**config.mk**
```make
export PLATFORM = sky130hd
export DESIGN_NAME = cordic_sincos
export DESIGN_NICKNAME = d
export VERILOG_FILES = /design/src/rtl/cordic_sincos.sv
export SDC_FILE = /design/constraint.sdc
export NUM_CORES = 2
export LEC_CHECK = 0
export ABC_CLOCK_PERIOD_IN_PS = 5300
export CORE_MARGIN = 2
export CORE_UTILIZATION = 47
export CTS_BUF_LIST = sky130_fd_sc_hd__clkbuf_4 sky130_fd_sc_hd__clkbuf_8 sky130_fd_sc_hd__clkbuf_16
export DETAILED_ROUTE_END_ITERATION = 16
export SLEW_MARGIN = 15
export SYNTH_ARGS = -nofsm -noshare
export SYNTH_HDL_FRONTEND = slang
export SYNTH_SLANG_ARGS = --single-unit
```
**constraint.sdc**
```tcl
create_clock -name clk -period 5.3 [get_ports clk]
set_clock_uncertainty 0.15 [all_clocks]
set_input_delay 1.59 -clock clk [delete_from_list [all_inputs] [get_ports clk]]
set_output_delay 1.59 -clock clk [all_outputs]
set_load 0.02 [all_outputs]
```
**src/rtl/cordic_sincos.sv**
```systemverilog
// Fully pipelined rotation-mode CORDIC: 8-bit Q2.6 angle in, Q1.7 sine/cosine out.
// Angles beyond +/-pi/2 are folded by pi and the result is negated at the output.
module cordic_sincos #(
   parameter int ITERS = 12,
   parameter int IW    = 16
) (
   input  logic              clk,
   input  logic              rst,
   input  logic signed [7:0] in,
   output logic signed [7:0] sine,
   output logic signed [7:0] cosine
);

   localparam int XW = IW + 2;
   localparam logic signed [IW-1:0] HALF_PI  = IW'(12868);
   localparam logic signed [IW-1:0] PI       = IW'(25736);
   localparam logic signed [XW-1:0] K_GAIN   = XW'(9949);
   localparam logic signed [XW:0]   RND_HALF = (XW+1)'(64);
   localparam logic signed [XW:0]   SAT_HI   = (XW+1)'(127);
   localparam logic signed [XW:0]   SAT_LO   = -(XW+1)'(128);

   function automatic logic signed [IW-1:0] atan_c(input int idx);
      case (idx)
         0:       atan_c = IW'(6434);
         1:       atan_c = IW'(3798);
         2:       atan_c = IW'(2007);
         3:       atan_c = IW'(1019);
         4:       atan_c = IW'(511);
         5:       atan_c = IW'(256);
         6:       atan_c = IW'(128);
         7:       atan_c = IW'(64);
         8:       atan_c = IW'(32);
         9:       atan_c = IW'(16);
         10:      atan_c = IW'(8);
         11:      atan_c = IW'(4);
         12:      atan_c = IW'(2);
         13:      atan_c = IW'(1);
         default: atan_c = '0;
      endcase
   endfunction

   // Q2.14 -> Q1.7 round-to-nearest, clamped to the 8-bit signed range.
   function automatic logic signed [7:0] rnd_sat(input logic signed [XW-1:0] v);
      logic signed [XW:0] t;
      t = (XW+1)'(v) + RND_HALF;
      t = t >>> 7;
      if (t > SAT_HI)
         return 8'sh7F;
      else if (t < SAT_LO)
         return 8'sh80;
      else
         return t[7:0];
   endfunction

   logic signed [XW-1:0] r_x_p    [0:ITERS];
   logic signed [XW-1:0] r_y_p    [0:ITERS];
   logic signed [IW-1:0] r_z_p    [0:ITERS-1];
   logic                 r_fold_p [0:ITERS];
   logic signed [7:0]    r_sine;
   logic signed [7:0]    r_cosine;

   logic signed [IW-1:0] w_theta;
   logic signed [IW-1:0] w_z0;
   logic                 w_fold0;

   // Input stage: Q2.6 -> Q3.13, fold into [-pi/2, pi/2]
   assign w_theta = IW'(in) <<< 7;

   always_comb begin
      w_z0    = w_theta;
      w_fold0 = 1'b0;
      if (w_theta > HALF_PI) begin
         w_z0    = w_theta - PI;
         w_fold0 = 1'b1;
      end else if (w_theta < -HALF_PI) begin
         w_z0    = w_theta + PI;
         w_fold0 = 1'b1;
      end
   end

   always_ff @(posedge clk or negedge rst) begin
      if (!rst) begin
         r_x_p[0]    <= '0;
         r_y_p[0]    <= '0;
         r_z_p[0]    <= '0;
         r_fold_p[0] <= 1'b0;
      end else begin
         r_x_p[0]    <= K_GAIN;
         r_y_p[0]    <= '0;
         r_z_p[0]    <= w_z0;
         r_fold_p[0] <= w_fold0;
      end
   end

   // Rotation stages: drive z toward zero, one micro-rotation per stage
   for (genvar i = 0; i < ITERS; i++) begin : g_rot
      logic signed [XW-1:0] w_xs;
      logic signed [XW-1:0] w_ys;
      logic                 w_neg;

      assign w_xs  = r_x_p[i] >>> i;
      assign w_ys  = r_y_p[i] >>> i;
      assign w_neg = r_z_p[i][IW-1];

      always_ff @(posedge clk or negedge rst) begin
         if (!rst) begin
            r_x_p[i+1]    <= '0;
            r_y_p[i+1]    <= '0;
            r_fold_p[i+1] <= 1'b0;
         end else begin
            r_x_p[i+1]    <= w_neg ? r_x_p[i] + w_ys : r_x_p[i] - w_ys;
            r_y_p[i+1]    <= w_neg ? r_y_p[i] - w_xs : r_y_p[i] + w_xs;
            r_fold_p[i+1] <= r_fold_p[i];
         end
      end

      // The last stage's residual angle is never consumed.
      if (i < ITERS - 1) begin : g_z
         always_ff @(posedge clk or negedge rst) begin
            if (!rst)
               r_z_p[i+1] <= '0;
            else
               r_z_p[i+1] <= w_neg ? r_z_p[i] + atan_c(i) : r_z_p[i] - atan_c(i);
         end
      end
   end

   // Output stage: undo the fold, round and saturate
   logic signed [XW-1:0] w_xo;
   logic signed [XW-1:0] w_yo;

   assign w_xo = r_fold_p[ITERS] ? -r_x_p[ITERS] : r_x_p[ITERS];
   assign w_yo = r_fold_p[ITERS] ? -r_y_p[ITERS] : r_y_p[ITERS];

   always_ff @(posedge clk or negedge rst) begin
      if (!rst) begin
         r_sine   <= '0;
         r_cosine <= '0;
      end else begin
         r_sine   <= rnd_sat(w_yo);
         r_cosine <= rnd_sat(w_xo);
      end
   end

   assign sine   = r_sine;
   assign cosine = r_cosine;

endmodule

```
==> impl_metrics.py <==
metrics = {
    "layout": {
        "multiInputGateArea_sq_um": 25500,
        "nNetsFinal": 4970,
        "final_cell_mix": "dfrtp_1, ha_1, xnor2_1, a21oi_1, nor2_1",
        "area_delta_synth_final_pct": 9.92,
        "fillers": 7962,
        "fin_area_sq_um": 45300,
        "drive_gt1_share_pct": 5.20,
        "diodes": 0,
        "regArea_sq_um": 14400,
        "final_common_cell": "dfrtp_1",
    },
    "synth": {
        "synth.ff_latch_count": 576,
        "ys_top_cells_by_area": "dfrtp_1, ha_1, xnor2_1, a21oi_1, xor2_1",
        "yosys.area.top_type": "dfrtp_1",
        "syn_nets": 4908,
        "yosysWarningCount": 0,
        "synthArstFlopShare_pct": 100,
        "syn_area_per_cell_sq_um": 9.47,
        "ys_seq_area_share_pct": 35.0,
        "yosysTopAreaCellShare_pct": 35.0,
        "synth_cell_types": 81,
        "syn_inst": 4349,
        "ys.flop_type": "dfrtp_1",
        "synth_area_sq_um": 41200,
        "synth_edf_count": 0,
    },
    "timing": {
        "hold_viol_final": 0,
        "report.final.slew_viol_count": 0,
        "tightestPinTransition_ps": 943,
        "period_minus_slack_ps": 4220,
        "fin_tns_setup_ps": 0,
        "worst_slack_ps": 1080,
        "finalCritPeriodShare_pct": 79.6,
        "setup_viol": 0,
        "fmax_mhz": 237,
        "slew_headroom_pct": 37.1,
        "hold_ws_ps": 195,
        "rsz0062_at_grt": "no",
    },
    "global_route": {
        "grt_overflow": 0,
        "antenna_found_initial": 0,
        "grt_pass1_wl_um": 155000,
        "grtUsageTotal_pct": 21.1,
        "grt_max_degree": 107,
        "grt_pass1_vias": 29800,
    },
    "placement": {
        "place_congestion": 0.866,
        "placed_area_sq_um": 42900,
        "place.detailed.hpwl_um": 74000,
        "io_buffers": 25,
        "place_ws_ps": 1140,
    },
    "cts": {
        "clk_pin_slew_ps": 60,
        "clockRootBuffer": "clkbuf_16",
        "numCtsBuffers": 70,
        "clk_latency_ps": 610,
        "clock_sinks": 576,
        "ctsLongestPathBuffers": 3,
        "cts_tree": "built",
        "cts_hold_buf": 0,
        "post_cts_buffers": 0,
        "ctsResizeCount": 0,
        "htree_levels": 3,
    },
    "route": {
        "drcViolationCount": 0,
        "wl_per_cell_um": 16.7,
        "first_pass_iters": 6,
        "drt_iter0_drc": 2006,
        "viasPerCell": 5.48,
        "vias": 30800,
        "ant_nets": 0,
        "wl_um": 93700,
    },
    "worst_setup_path": {
        "crit_required_ps": 5670,
        "start_kind": "register",
        "rr_startpoint": "g_rot[10].w_ys[3]",
        "cp_slowest_stage_delay_ps": 440,
        "worstPathArrival_ps": 4590,
        "path_cells": "or3_1, or2_2, nor3_1, inv_1, ha_1, a21oi_1, ha_1, nand3_1, a211oi_1, o31a_1, a311o_1, a2111o_1, a2111o_1, o211ai_1",
        "r2r_cells": 14,
        "cp-end-kind": "register",
        "r2r_slack_ps": 1080,
        "path_buf_inv": 1,
        "r2r_end": "g_rot[11].w_xs[6]",
        "critical_path.top_delay_family": "compound AO/OA/AOI/OAI gates",
        "crit_start": "g_rot[10].w_ys[3]",
        "cp_max_fo": 5,
        "slowest_stage": "dfrtp_1",
        "path_depth": 14,
        "crit_type": "register to register",
    },
    "die": {
        "die_y_um": 300,
        "ios": 26,
        "core_area_sq_um": 86800,
        "die_x_um": 300,
        "dieArea_sq_um": 90000,
        "initial_core_util_pct": 47.5,
        "num_rows": 108,
    },
    "min_path": {
        "holdPathStages": 0,
        "min-delay-start": "r_z_p[103]",
        "holdPathEnd": "r_z_p[87]",
        "hold_class": "register to register",
    },
    "run": {
        "maxCapViolations": 0,
    },
    "run_status": {
        "outcome": "finished clean",
    },
}
-- synthesized netlist by cell type (35+ instances only) --
cell type and instances:
or3_1 48, nor3_1 176, o21bai_1 58, nand3_1 93, nor2b_1 68, inv_1 266
a21o_1 106, nor2_1 360, clkbuf_1 51, nand2b_1 47, a21oi_1 384, o21a_1 61
nand2_1 183, dfrtp_1 576, a31oi_1 47, xor2_1 181, o21ai_0 165, a211oi_1 35
xnor2_1 429, ha_1 517
-- logic make-up after synthesis --
logic type                 Yosys count  share of synthesized area [%]
and+or+nand+nor                   1156                           13.8
AOI/OAI and AO/OA                 1084                           16.9
xor gates and xnor gates           610                           13.0
DFF                                576                           35.0
adders and majority gates          549                           17.3
buffers and inverters              328                           2.99
muxes                               45                           1.17
other                                1                        0.00910
-- layout make-up --
class                   count  area share [%]
clock inverters            32           0.868
flip-flops and latches    576            31.8
well taps                1155            3.19
clock buffers              90            4.38
inverters                 268            2.22
multi-input cells        3445            56.4
repair buffers             50            1.09
-- how the worst max path moves through the flow --
stage                              to  slack, ps
floorplan           g_rot[11].w_xs[6]       1380
global placement    g_rot[11].w_xs[6]       1150
detailed placement  g_rot[11].w_xs[6]       1140
CTS                 g_rot[11].w_xs[6]       1090
global route        g_rot[11].w_xs[6]        830
finish              g_rot[11].w_xs[6]       1080
-- per-stage QoR --
step	util [%]	std cells
final	52.2	5616
after detailed placement	49.5	5494
after global routing	52.2	5616
after floorplan	-	4349
after global placement	49.5	5494
after CTS	52.2	5616
-- layer usage --
| layer | wire (um) | up-vias | GRT usage (%) |
|---|---|---|---|
| li1 | - | 15600 | - |
| met1 | 44100 | 14700 | 28.8 |
| met2 | 44200 | 458 | 35.4 |
| met3 | 3620 | 107 | 2.81 |
| met4 | 1690 | 0 | 5.12 |
| met5 | 0 | - | 0 |
-- state kept, by name, summed over array words and instances, names as in the netlist --
register and flops:
r_z_p 138, g_rot.w_ys 117, g_rot.w_xs 115, r_y_p 84, r_x_p 82, g_rot.w_neg 12, r_fold_p 12, cosine 8
sine 8
Power is left out: the tool's default activity adds up to more than one toggle a clock period on the data nets, which glitch-free logic cannot reach.
